<file path="src/rtl/rv32i_pkg.sv">
// Shared types and constants for the RV32I front end.
package rv32i_pkg;
    localparam int XLEN = 32;
    localparam logic [XLEN-1:0] RESET_PC_DEF = 32'h0000_0000;
    localparam logic [XLEN-1:0] NOP = 32'h0000_0013;

    typedef enum logic {
        RUN   = 1'b0,
        FAULT = 1'b1
    } fetch_state_e;

    typedef struct packed {
        logic [XLEN-1:0] instr;
        logic [XLEN-1:0] pc;
    } fetch_entry_t;
endpackage

</file>
<file path="src/rtl/rv32i_fetch_if.sv">
// Instruction-memory request/response and decode handshake bundle for the fetch stage.
interface rv32i_fetch_if;
    import rv32i_pkg::*;

    logic            imem_req_valid;
    logic            imem_req_ready;
    logic [XLEN-1:0] imem_req_addr;
    logic            imem_rsp_valid;
    logic [XLEN-1:0] imem_rsp_data;
    logic            dec_valid;
    logic            dec_ready;
    logic [XLEN-1:0] dec_instr;
    logic [XLEN-1:0] dec_pc;
    logic [XLEN-1:0] dec_pc4;

    modport master (
        output imem_req_valid, imem_req_addr,
        input  imem_req_ready, imem_rsp_valid, imem_rsp_data,
        output dec_valid, dec_instr, dec_pc, dec_pc4,
        input  dec_ready
    );

    modport slave (
        input  imem_req_valid, imem_req_addr,
        output imem_req_ready, imem_rsp_valid, imem_rsp_data,
        input  dec_valid, dec_instr, dec_pc, dec_pc4,
        output dec_ready
    );
endinterface

</file>
<file path="src/rtl/rv32i_fetch_buf.sv">
// Synchronous FIFO of {instr, pc} between instruction memory and decode.
module rv32i_fetch_buf
    import rv32i_pkg::*;
#(
    parameter int DEPTH = 2,
    parameter int CW    = $clog2(DEPTH) + 1
) (
    input  logic         clk,
    input  logic         rst,
    input  logic         push,
    input  logic         pop,
    input  logic         clear,
    input  fetch_entry_t wdata,
    output fetch_entry_t rdata,
    output logic [CW-1:0] count
);
    localparam int AW = $clog2(DEPTH);

    fetch_entry_t mem [DEPTH];
    logic [AW-1:0] wr_ptr;
    logic [AW-1:0] rd_ptr;

    // Pointers wrap naturally because DEPTH is a power of two.
    always_ff @(posedge clk or posedge rst) begin
        if (rst) begin
            wr_ptr <= '0;
            rd_ptr <= '0;
            count  <= '0;
            for (int i = 0; i < DEPTH; i++) mem[i] <= '0;
        end else if (clear) begin
            wr_ptr <= '0;
            rd_ptr <= '0;
            count  <= '0;
        end else begin
            if (push) begin
                mem[wr_ptr] <= wdata;
                wr_ptr      <= wr_ptr + AW'(1);
            end
            if (pop) rd_ptr <= rd_ptr + AW'(1);
            count <= count + CW'(push) - CW'(pop);
        end
    end

    assign rdata = mem[rd_ptr];
endmodule

</file>
<file path="src/rtl/rv32i_fetch.sv">
// RV32I instruction-fetch stage: PC register, in-order imem requests, decode buffer.
// Optional misaligned-target trap: RV32I_FETCH_MISALIGN_TRAP_EN.
//
// state | meaning
// RUN   | normal fetch, requests issued under the buffer-space rule
// FAULT | misaligned redirect target seen; no requests, late responses dropped
module rv32i_fetch
    import rv32i_pkg::*;
#(
    parameter logic [31:0] RESET_PC  = RESET_PC_DEF,
    parameter int          BUF_DEPTH = 2
) (
    input  logic              clk,
    input  logic              rst,
    input  logic [XLEN-1:0]   next_pc_i,
    input  logic              redirect_i,
    rv32i_fetch_if.master     bus,
    output logic              fault
);
    localparam int CW = $clog2(BUF_DEPTH) + 1;
    localparam int SW = CW + 2;

    fetch_state_e    state_q, state_d;
    logic            live_q;
    logic [XLEN-1:0] fpc_q, rpc_q, target;
    logic [CW-1:0]   outst_q, drop_q, fifo_count;
    logic [SW-1:0]   in_use;
    logic            accept, rsp_drop, push, pop;
    fetch_entry_t    head, wentry;

`ifdef RV32I_FETCH_MISALIGN_TRAP_EN
    logic misaligned;
    assign misaligned = |next_pc_i[1:0];
    assign target     = next_pc_i;
`else
    assign target     = next_pc_i & ~32'h3;
`endif

    assign pop      = bus.dec_valid && bus.dec_ready;
    // Dropped responses still occupy a slot until they arrive.
    assign in_use   = SW'(outst_q) + SW'(drop_q) + SW'(fifo_count) - SW'(pop);
    assign bus.imem_req_valid = live_q && (state_q == RUN) && (in_use < SW'(BUF_DEPTH));
    assign bus.imem_req_addr  = fpc_q;
    assign accept   = bus.imem_req_valid && bus.imem_req_ready;
    assign rsp_drop = (drop_q != '0);
    assign push     = bus.imem_rsp_valid && !rsp_drop && !redirect_i && (state_q == RUN);

    always_ff @(posedge clk or posedge rst) begin
        if (rst) begin
            live_q  <= 1'b0;
            fpc_q   <= RESET_PC;
            rpc_q   <= RESET_PC;
            outst_q <= '0;
            drop_q  <= '0;
        end else begin
            live_q <= 1'b1;
            if (redirect_i) begin
                fpc_q   <= target;
                rpc_q   <= target;
                outst_q <= '0;
                drop_q  <= drop_q + outst_q + CW'(accept) - CW'(bus.imem_rsp_valid);
            end else begin
                if (accept) fpc_q <= fpc_q + 32'd4;
                if (push)   rpc_q <= rpc_q + 32'd4;
                outst_q <= outst_q + CW'(accept) - CW'(push);
                if (bus.imem_rsp_valid && rsp_drop) drop_q <= drop_q - CW'(1);
            end
        end
    end

    always_ff @(posedge clk or posedge rst) begin
        if (rst) state_q <= RUN;
        else     state_q <= state_d;
    end

    always_comb begin
        state_d = state_q;
`ifdef RV32I_FETCH_MISALIGN_TRAP_EN
        if (redirect_i) state_d = misaligned ? FAULT : RUN;
`endif
    end

`ifdef RV32I_FETCH_MISALIGN_TRAP_EN
    assign fault = (state_q == FAULT);
`else
    assign fault = 1'b0;
`endif

    assign wentry = '{instr: bus.imem_rsp_data, pc: rpc_q};

    rv32i_fetch_buf #(.DEPTH(BUF_DEPTH), .CW(CW)) u_buf (
        .clk   (clk),
        .rst   (rst),
        .push  (push),
        .pop   (pop),
        .clear (redirect_i),
        .wdata (wentry),
        .rdata (head),
        .count (fifo_count)
    );

    assign bus.dec_valid = (fifo_count != '0);
    assign bus.dec_instr = head.instr;
    assign bus.dec_pc    = head.pc;
    assign bus.dec_pc4   = head.pc + 32'd4;
endmodule

</file>
<file path="src/flat_wrapper.sv">
// flat-port wrapper written by rule: the top's interface ports become plain ports
module rv32i_fetch_flat import rv32i_pkg::*;
#(
    parameter logic [31:0] RESET_PC  = RESET_PC_DEF,
    parameter int          BUF_DEPTH = 2
)
  (clk, rst, next_pc_i, redirect_i, fault, bus_imem_req_valid, bus_imem_req_addr, bus_imem_req_ready, bus_imem_rsp_valid, bus_imem_rsp_data, bus_dec_valid, bus_dec_instr, bus_dec_pc, bus_dec_pc4, bus_dec_ready);
  rv32i_fetch_if bus_i ();
  input  logic clk;
  input  logic rst;
  input  logic [XLEN-1:0] next_pc_i;
  input  logic redirect_i;
  output logic fault;
  output wire logic [$bits(bus_i.imem_req_valid)-1:0] bus_imem_req_valid;
  output wire logic [$bits(bus_i.imem_req_addr)-1:0] bus_imem_req_addr;
  input wire logic [$bits(bus_i.imem_req_ready)-1:0] bus_imem_req_ready;
  input wire logic [$bits(bus_i.imem_rsp_valid)-1:0] bus_imem_rsp_valid;
  input wire logic [$bits(bus_i.imem_rsp_data)-1:0] bus_imem_rsp_data;
  output wire logic [$bits(bus_i.dec_valid)-1:0] bus_dec_valid;
  output wire logic [$bits(bus_i.dec_instr)-1:0] bus_dec_instr;
  output wire logic [$bits(bus_i.dec_pc)-1:0] bus_dec_pc;
  output wire logic [$bits(bus_i.dec_pc4)-1:0] bus_dec_pc4;
  input wire logic [$bits(bus_i.dec_ready)-1:0] bus_dec_ready;
  assign bus_imem_req_valid = bus_i.imem_req_valid;
  assign bus_imem_req_addr = bus_i.imem_req_addr;
  assign bus_i.imem_req_ready = bus_imem_req_ready;
  assign bus_i.imem_rsp_valid = bus_imem_rsp_valid;
  assign bus_i.imem_rsp_data = bus_imem_rsp_data;
  assign bus_dec_valid = bus_i.dec_valid;
  assign bus_dec_instr = bus_i.dec_instr;
  assign bus_dec_pc = bus_i.dec_pc;
  assign bus_dec_pc4 = bus_i.dec_pc4;
  assign bus_i.dec_ready = bus_dec_ready;
  rv32i_fetch #(.RESET_PC(RESET_PC), .BUF_DEPTH(BUF_DEPTH)) u_core (.clk(clk), .rst(rst), .next_pc_i(next_pc_i), .redirect_i(redirect_i), .bus(bus_i), .fault(fault));
endmodule
</file>
<file path="config.mk">
export PLATFORM = sky130hd
export DESIGN_NAME = rv32i_fetch_flat
export DESIGN_NICKNAME = d
export VERILOG_FILES = /design/src/rtl/rv32i_pkg.sv /design/src/rtl/rv32i_fetch_if.sv /design/src/rtl/rv32i_fetch_buf.sv /design/src/rtl/rv32i_fetch.sv /design/src/flat_wrapper.sv
export SDC_FILE = /design/constraint.sdc
export NUM_CORES = 1
export LEC_CHECK = 0
export ABC_AREA = 1
export CORE_ASPECT_RATIO = 0.9
export CORE_MARGIN = 4
export CORE_UTILIZATION = 49
export DETAILED_ROUTE_END_ITERATION = 16
export PLACE_DENSITY = 0.78
export SYNTH_ARGS = -nofsm -noshare
export SYNTH_HDL_FRONTEND = slang
export SYNTH_SLANG_ARGS = --single-unit
</file>
<file path="constraint.sdc">
create_clock -name clk -period 5.6 [get_ports clk]
set_input_delay 0.84 -clock clk [delete_from_list [all_inputs] [get_ports clk]]
set_output_delay 0.84 -clock clk [all_outputs]
set_load 0.005 [all_outputs]
</file>
### Word-level counts from Yosys, hierarchy flattened

Cells that the tools add are included.

* logic and storage cells: 69
* bits of input ports: 70
* register bits after elaboration: 201
* output and inout port bits: 131

* add/sub/neg operators: 16
* reduce and logical (&&, ||, !) cells: 16
* bitwise operators: 3
* magnitude comparators: 4
* multiplexer cells: 18

Operators with widths (count)
* 64-bit two-way mux: 4
* 128-bit bitwise mux: 1
* 32-bit two-way mux: 4
* 32-bit by 3-bit adder with 32-bit output (second input constant): 3
* 64-bit demux with 1-bit select: 1
* 2-bit nonzero test: 6
* 2-bit two-way mux: 4
* 1-bit logical AND: 7
* 2-bit by 1-bit adder with 2-bit output: 3
* 2-bit by 1-bit subtractor with 2-bit output: 3
* 4-bit by 2-bit adder with 4-bit output: 1
* 2-bit >= comparator (second input constant): 2
* 4-bit by 2-bit < comparator with 1-bit output (second input constant): 1
* 1-bit two-way mux: 4
* 1-bit NOT with 2-bit output: 2
* 4-bit by 1-bit subtractor with 4-bit output: 1
* 2-bit by 2-bit adder with 3-bit output: 1
* 1-bit adder (second input constant): 2
* 2-bit adder: 1
* 1-bit zero test: 2
* 2-bit by 1-bit < comparator with 1-bit output (second input constant): 1
* 2-bit AND reduction: 1
* 2-bit by 1-bit subtractor with 2-bit output (second input constant): 1
* 1-bit NOT: 1

### Logic depth before layout (Yosys ltp)

Gate-level depths: netlist of the first run.

* depth in word-level cells: 9
* gate-level depth with buffers: 20
* gate-level depth less buffers: 19

### Cells and area by module

From an unflattened synthesis of the first run, not the netlist that was laid out.

* cells, all modules: 1414
* area, all modules: 11572.3 µm²

By module, submodules not included
* rv32i_fetch_buf: cells an instance 574, seq. area each 3303.2 µm², times used 1, area each 6085.8 µm²
* rv32i_fetch: cells an instance 840, seq. area each 1626.6 µm², times used 1, area each 5486.5 µm²

### Least setup slack after synthesis of the first run

No wires, ideal clock.

* kind: reg2reg
* start: reg u_core.drop_q[0]
* end: reg u_core.drop_q[1]
* period minus slack after synthesis: 3.445 ns
* slack: 2.155 ns
* library setup time: 0.123 ns
* arrival: 3.322 ns
* buffers on the path: 1
* required time: 5.477 ns
* stages on the path, launching flop included: 16
* cells stage by stage: dfrtp_1 -> ha_1 -> inv_1 -> fa_1 -> ha_1 -> fa_1 -> o21ai_0 -> nor2_1 -> nand4_2 -> clkbuf_1 -> inv_1 -> fa_1 -> xor2_1 -> a21oi_1 -> o21ai_0 -> nand2_1

* longest elaborated chain between the ends: 9
* elaborated cells between the ends (all ways): 15
* those cells by class: add/sub: 7; order compare: 1; mux: 2; reduce/logical: 5

Ends and longest elaborated chain
* from (decl): line rv32i_fetch.sv:26 `logic [CW-1:0] outst_q, drop_q, fifo_count;`
* from (signal assigned): line rv32i_fetch.sv:61 `drop_q <= drop_q + outst_q + CW'(accept) - CW'(bus.imem_rsp_valid);`
* from (signal assigned): line rv32i_fetch.sv:66 `if (bus.imem_rsp_valid && rsp_drop) drop_q <= drop_q - CW'(1);`
* 2-bit by 2-bit adder with 3-bit output: line rv32i_fetch.sv:41 `assign in_use = SW'(outst_q) + SW'(drop_q) + SW'(fifo_count) - SW'(pop);`
* 4-bit by 2-bit adder with 4-bit output: line rv32i_fetch.sv:41
* 4-bit by 1-bit subtractor with 4-bit output: line rv32i_fetch.sv:41
* 4-bit by 2-bit < comparator with 1-bit output: line rv32i_fetch.sv:42 `assign bus.imem_req_valid = live_q && (state_q == RUN) && (in_use < SW'(BUF_DEPTH));`
* 1-bit logical AND: line rv32i_fetch.sv:42
* 1-bit logical AND: line rv32i_fetch.sv:44 `assign accept = bus.imem_req_valid && bus.imem_req_ready;`
* 2-bit by 1-bit adder with 2-bit output: line rv32i_fetch.sv:61
* 2-bit by 1-bit subtractor with 2-bit output: line rv32i_fetch.sv:61
* 2-bit two-way mux: line rv32i_fetch.sv:57 `if (redirect_i) begin`

Parallel ways exist; a longest one is shown, timed or not. The select of a mux whose other input is x is not followed.
A chain may end at the register's enable or synchronous reset.

### Worst setup path in the final report of the first run

* start: reg u_core.u_buf.rd_ptr
* end: out bus_dec_pc4[28]

* longest elaborated chain between the ends: 5

Ends and longest elaborated chain
* from (decl): line rv32i_fetch_buf.sv:21 `logic [AW-1:0] rd_ptr;`
* from (signal assigned): line rv32i_fetch_buf.sv:39 `if (pop) rd_ptr <= rd_ptr + AW'(1);`
* 1-bit NOT with 2-bit output (implied by the code): line rv32i_fetch_buf.sv:44 `assign rdata = mem[rd_ptr];`
* 64-bit two-way mux (implied by the code) (3 in a row): line rv32i_fetch_buf.sv:44
* 32-bit by 3-bit adder with 32-bit output: line rv32i_fetch.sv:105 `assign bus.dec_pc4 = head.pc + 32'd4;`
* to (decl): line flat_wrapper.sv:22 `output wire logic [$bits(bus_i.dec_pc4)-1:0] bus_dec_pc4;`

No other way between the ends. The select of a mux whose other input is x is not followed.

==> flow_metrics.tcl, run 1 <==
set metrics [dict create \
    n_antenna_cell 0 \
    drt_iter0_drc 1020 \
    r2r_start "u_core.drop_q[0]$_DFFE_PP0P_" \
    ant_nets 0 \
    final.min_clock_period_ps 4460 \
    syn2layout_area_growth_pct 23.2 \
    antenna_found_initial 0 \
    syn_area_per_cell_um2 6.96 \
    post_cts_buffers 0 \
    ys_types 40 \
    cp.required_ps 4760 \
    ys_seq_elements 193 \
    tightest_slew_ps 1140 \
    post_drt_wl_per_cell_um 15.2 \
    insertion_delay_ps 440 \
    finalHoldViolations 0 \
    gr-total-overflow 0 \
    gp_congestion 0.916 \
    min_from "u_core.u_buf.mem[95]$_DFFE_PP0P_" \
    vdd.ir_drop.worst_mv 0.284 \
    slew_violations 0 \
    arrival_ps 3620 \
    skew_ps 13.5 \
    switching_share_pct 40.4 \
    num_io_pins 201 \
    endpoint_kind "output port" \
    drive_gt1_share_pct 4.67 \
    rr_endpoint "u_core.drop_q[1]$_DFFE_PP0P_" \
    first_global_vias 10300 \
    placed_area_mm2 0.0135 \
    firstDrtPassIters 5 \
    finalWirelength_um 32200 \
    place_ws_ps 1500 \
    r2r_setup_slack_ps 2090 \
    drc 0 \
    final_area_mm2 0.0142 \
    worstSetupPathType "reg -> out" \
    outcome "finished, final reports clean" \
    cts_resized 0 \
    power_density_mw_per_mm2 483 \
    coreArea_mm2 0.0228 \
    setup_tns_ps 0 \
    async_reset_ff_share_pct 100 \
    post-dp-hpwl_um 23200 \
    clock_path_buffers 2 \
    ys_warn_count 0 \
    slowest_delay_ps 580 \
    die_w_um 170 \
    grt_start_max_net_pins 194 \
    syn-instance-count 1654 \
    die_area_mm2 0.0260 \
    grt_pass1_wl_um 51900 \
    switchingPower_uw 2770 \
    rsz0062_at_grt "no" \
    timing.hold.ws_ps 483 \
    seqPwrFrac_pct 33.8 \
    worst_hold_path.endpoint "u_core.u_buf.mem[95]$_DFFE_PP0P_" \
    leakagePower_uw 0.00675 \
    cts_buffers 17 \
    comb_power_share_pct 47.3 \
    start_util_pct 50.5 \
    htree_levels 4 \
    max_slew_margin_pct 23.8 \
    io_buffers 191 \
    cp-start-kind "flop" \
    synth.cell_area_mm2 0.0115 \
    cp_common_cell "nand2_1" \
    synthFlopType "dfrtp_1" \
    cts_sinks 193 \
    worstHoldPathType "reg -> reg" \
    num_vias 11100 \
    fmax_mhz 224 \
    cts_tree "built" \
    track_usage_pct 24.4 \
    final_common_cell "nand2_1" \
    hold_depth 2 \
    nets 1897 \
    p_int_uw 4080 \
    clkTransAtPathRegs_ps 70 \
    row_count 52 \
    fillerInstances 2084 \
    synth-seq-area-share_pct 42.0 \
    cpMaxStageDelayCell "buf_4" \
    die_h_um 153 \
    critPathMaxFanout 68 \
    path_cells "buf_4 -> o21ai_1 -> inv_1 -> ha_1 -> nand2_1 -> nor2_4 -> nand3_1 -> nor2_1 -> nand3b_1 -> nand2_1 -> clkdlybuf4s50_1" \
    synth-edff-count 0 \
    setup_viol 0 \
    via_per_inst 5.26 \
    setup_ws_ps 1140 \
    cts_hold_repair.buffers 0 \
    r2r_cells 15 \
    max_cap_violations 0 \
    layout_common_cells "668 x nand2_1, 192 x dfrtp_1, 190 x clkdlybuf4s50_1, 170 x o21ai_0, 167 x inv_1" \
    finalCritPeriodShare_pct 79.7 \
    root_buffer "clkbuf_16" \
    pwr-share-clk_pct 18.9 \
]
-- kinds of logic (layout without fill, tap and decap cells) --
family                     after synthesis  count (layout)  share of synthesized area [%]
xor gates and xnor gates                38              38                           2.89
buffers and inverters                  237             399                           8.71
and+or+nand+nor                        942             942                           33.2
other                                    2               8                         0.0652
DFF                                    193             193                           42.0
adders and majority gates               18              18                           2.15
AOI/OAI and AO/OA                      224             224                           11.0
-- power by group through the flow --
| stage | combinational [uW] | clock, uW | sequential (uW) |
|---|---|---|---|
| 6_report | 3240 | 1300 | 2310 |
| 5_1_grt | 3620 | 1380 | 2390 |
| 4_1_cts | 3260 | 1310 | 2310 |
| 3_5_place_dp | 3250 | 0 | 2320 |
| 3_3_place_gp | 3170 | 0 | 2310 |
| 2_1_floorplan | 1800 | 0 | 2230 |
-- cells in the mapped netlist (5+ instances only) --
library cell,number,area share (%)
nand2_2,7,0.38
o21ai_2,16,1.2
buf_2,20,0.87
ha_1,15,1.6
o21ai_0,170,7.4
nor2_1,135,4.4
buf_6,5,0.49
inv_1,168,5.5
buf_4,7,0.46
dfrtp_1,193,42
nand2_1,670,22
a21oi_1,10,0.43
xor2_1,32,2.4
nand3_1,77,3.3
clkbuf_1,31,1.0
o21bai_1,8,0.52
o211ai_1,6,0.39
nand4_1,12,0.65
nand3b_1,18,1.2
nor2_2,10,0.54
xnor2_1,6,0.46
-- layer usage --
metal	global-route usage, %	routed length, um
met1	35.3	15000
met2	38.6	14500
met3	3.87	2160
met4	6.09	546
met5	0	0
-- metrics by stage --
step                cells  total power (uW)  util, %
CTS                  2119              6880     62.3
global route         2119              7380     62.3
floorplan            1660              4040        -
finish               2119              6850     62.3
global placement     2087              5470     59.4
detailed placement   2087              5570     59.4
-- how the worst max path moves through the flow --
| stage | from | to | slack [ps] | cells after the start |
|---|---|---|---|---|
| after detailed placement | bus_dec_ready | bus_imem_req_valid | 1500 | 12 |
| after CTS | u_core.u_buf.rd_ptr$_DFFE_PP0P_ | bus_dec_pc4[12] | 1120 | 10 |
| final | u_core.u_buf.rd_ptr$_DFFE_PP0P_ | bus_dec_pc4[28] | 1140 | 11 |
| after global placement | bus_dec_ready | bus_imem_req_valid | 1490 | 12 |
| after global routing | u_core.u_buf.rd_ptr$_DFFE_PP0P_ | bus_dec_pc4[28] | 900 | 11 |
| after floorplan | u_core.drop_q[0]$_DFFE_PP0P_ | u_core.drop_q[1]$_DFFE_PP0P_ | 2160 | 15 |
-- layout make-up --
cell class,count,area [um2],area share (%)
Inverter,172,657,4.63
Multi-Input combinational cell,1230,5720,40.3
Clock buffer,17,425,3.00
Timing Repair Buffer,195,1950,13.7
Clock inverter,15,230,1.62
Sequential cell,193,4830,34.1
Tap cell,297,372,2.62
-- sequential cells by signal (all words and copies together), names as in the netlist --
| name | cells |
|---|---|
| u_core.outst_q | 2 |
| u_core.bus.imem_req_addr | 30 |
| u_core.live_q | 1 |
| u_core.u_buf.rd_ptr | 1 |
| u_core.rpc_q | 30 |
| u_core.drop_q | 2 |
| u_core.u_buf.mem | 124 |
| u_core.u_buf.count | 2 |
| u_core.u_buf.wr_ptr | 1 |
-- critical path, delay by kind of cell (launching register included) --
family	cells	cell delay (ps)
AO/OA/AOI/OAI	1	300
adder cells (fa/ha/maj)	1	270
buffers and inverters	3	1250
flip-flops	1	420
AND/OR/NAND/NOR	6	920
(Power assumes the default switching activity.)
==> inputs of run 2 (changes only) <==
--- a/config.mk
+++ b/config.mk
@@ -8,9 +8,9 @@
 export ABC_AREA = 1
 export CORE_ASPECT_RATIO = 0.9
 export CORE_MARGIN = 4
-export CORE_UTILIZATION = 49
+export CORE_UTILIZATION = 54
 export DETAILED_ROUTE_END_ITERATION = 16
-export PLACE_DENSITY = 0.78
+export PLACE_DENSITY = 0.81
 export SYNTH_ARGS = -nofsm -noshare
 export SYNTH_HDL_FRONTEND = slang
 export SYNTH_SLANG_ARGS = --single-unit
==> constraint.sdc (replaced) <==
create_clock -name clk -period 4.3 [get_ports clk]
set_input_delay 0.645 -clock clk [delete_from_list [all_inputs] [get_ports clk]]
set_output_delay 0.645 -clock clk [all_outputs]
set_load 0.005 [all_outputs]
==> run 2 against run 1 <==
  * Setup slack got worse by 840 ps
  * First-iteration DRC count decreased by 3.0%
  * Final area increased by 0.71%
  * Sequential power increased by 32%
  * Global-route usage increased by 2.9 points
  * Clock power increased by 27%
  * Non-clock buffer count increased by 10
  * Routed wire length about the same
  * Hold slack improved by 4.3 ps
  * Count of clock-buffer cells in the layout unchanged
  * Power increased by 30%
  * Clock skew decreased by 1.9 ps
  * Critical endpoint unchanged
==> flow_metrics.tcl, run 2 (synthesis results as in run 1) <==
set metrics [dict create \
    coreArea_mm2 0.0209 \
    htree_levels 4 \
    switching_share_pct 40.7 \
    leakagePower_uw 0.00681 \
    drc 0 \
    max_cap_violations 0 \
    max_flop_register "u_core.u_buf.mem" \
    grt_pass1_wl_um 53100 \
    final_cells 2118 \
    grt_use_met2_pct 43.6 \
    cts_buffers 17 \
    first_global_vias 10700 \
    start_util_pct 55.1 \
    worstSetupPathType "reg -> out" \
    pwr-share-clk_pct 18.5 \
    die_h_um 147 \
    cts_hold_repair.buffers 0 \
    io_buffers 191 \
    setup_tns_ps 0 \
    comb_power_share_pct 47.5 \
    clkTransAtPathRegs_ps 90 \
    cts_resized 0 \
    final.min_clock_period_ps 4010 \
    gr-total-overflow 0 \
    rsz0062_at_grt "no" \
    drive_gt1_share_pct 5.13 \
    seqPwrFrac_pct 34.1 \
    largest_reg_flops 124 \
    grt.busiest_layer "met2" \
    cp.required_ps 3650 \
    finalCritPeriodShare_pct 93.2 \
    finalHoldViolations 0 \
    die_area_mm2 0.0237 \
    final_common_cell "nand2_1" \
    post_cts_buffers 0 \
    num_io_pins 201 \
    tightest_slew_ps 1040 \
    antenna_found_initial 0 \
    gp_congestion 0.984 \
    skew_ps 11.6 \
    clock_path_buffers 2 \
    switchingPower_uw 3630 \
    cts_sinks 193 \
    post-dp-hpwl_um 23900 \
    row_count 50 \
    outcome "finished, final reports clean" \
    endpoint_kind "output port" \
    drt_iter0_drc 989 \
    use_met3_pct 4.32 \
    worstHoldPathType "reg -> reg" \
    critPathMaxFanout 40 \
    nets 1907 \
    vdd.ir_drop.worst_mv 0.325 \
    regArea_mm2 0.00483 \
    track_usage_pct 27.3 \
    grt.met1_usage_pct 38.8 \
    p_int_uw 5290 \
    layout_common_cells "668 x nand2_1, 192 x dfrtp_1, 191 x clkdlybuf4s50_1, 170 x o21ai_0, 167 x inv_1" \
    arrival_ps 3360 \
    cp-start-kind "flop" \
    cts_tree "built" \
    max_slew_margin_pct 30.5 \
    power_density_mw_per_mm2 625 \
    insertion_delay_ps 450 \
    die_w_um 162 \
    firstDrtPassIters 6 \
    multi_input_area_mm2 0.00572 \
    syn2layout_area_growth_pct 24.1 \
    slew_violations 0 \
    fillerInstances 1800 \
    n_antenna_cell 0 \
    post_drt_wl_per_cell_um 15.2 \
    setup_viol 0 \
    ant_nets 0 \
    power_uw 8920 \
    dp_cells 2086 \
    grt_start_max_net_pins 80 \
    fmax_mhz 250 \
    finalWirelength_um 32200 \
    num_vias 11200 \
    root_buffer "clkbuf_16" \
    via_per_inst 5.27 \
]
==> run 2: power by group through the flow <==
stage,registers [uW],logic [uW],clock network [uW]
global route,3130,4760,1740
detailed placement,3050,4240,0
finish,3040,4230,1650
global placement,3020,4110,0
CTS,3020,4260,1660
floorplan,2910,2350,0
==> run 2: layout make-up <==
cell class	count	share of cell area, %
Sequential cell	193	33.8
Timing Repair Buffer	205	14.6
Tap cell	286	2.51
Clock inverter	15	1.46
Multi-Input combinational cell	1230	40.0
Inverter	172	4.64
Clock buffer	17	2.98
==> run 2: final timing paths <==
kind | end | slack [ps] | startpoint | cells past startpoint
max | bus_dec_pc4[28] | 290 | u_core.u_buf.rd_ptr$_DFFE_PP0P_ | 11
min | u_core.u_buf.mem[49]$_DFFE_PP0P_ | 490 | u_core.u_buf.mem[49]$_DFFE_PP0P_ | 2
max reg2reg | u_core.drop_q[1]$_DFFE_PP0P_ | 960 | u_core.drop_q[0]$_DFFE_PP0P_ | 14
min reg2reg | u_core.u_buf.mem[49]$_DFFE_PP0P_ | 490 | u_core.u_buf.mem[49]$_DFFE_PP0P_ | 2
max in group asynchronous | u_core.u_buf.mem[69]$_DFFE_PP0P_ | 2680 | rst | 3
min in group asynchronous | u_core.u_buf.mem[123]$_DFFE_PP0P_ | 760 | rst | 2
==> run 2: layer usage <==
metal / part of all wire [%] / up-vias / wire (um)
li1: - / 5502 / -
met3: 7.4 / 48 / 2370
met2: 46 / 440 / 14800
met5: 0 / - / 0
met1: 44 / 5173 / 14300
met4: 2.2 / 0 / 700
==> run 2: metrics by stage <==
| step | instance area [um2] | setup WS [ps] | utilization [%] | hold slack, ps |
|---|---|---|---|---|
| after floorplan | 11500 | 855 | - | 446 |
| after global placement | 13600 | 551 | 65.3 | 458 |
| after detailed placement | 13600 | 570 | 65.3 | 473 |
| after CTS | 14300 | 183 | 68.3 | 491 |
| after global routing | 14300 | 20.5 | 68.3 | 508 |
| final | 14300 | 294 | 68.3 | 488 |
==> run 2: critical path: stages (launching register included) <==
cell	delay, ps
dfrtp_2	580
clkinv_8	240
nand2_1	80
nand2_1	280
ha_1	330
nand2_1	120
nor2_4	150
nand3_1	160
nor2_1	270
nand3b_1	110
nand2_1	80
clkdlybuf4s50_1	500
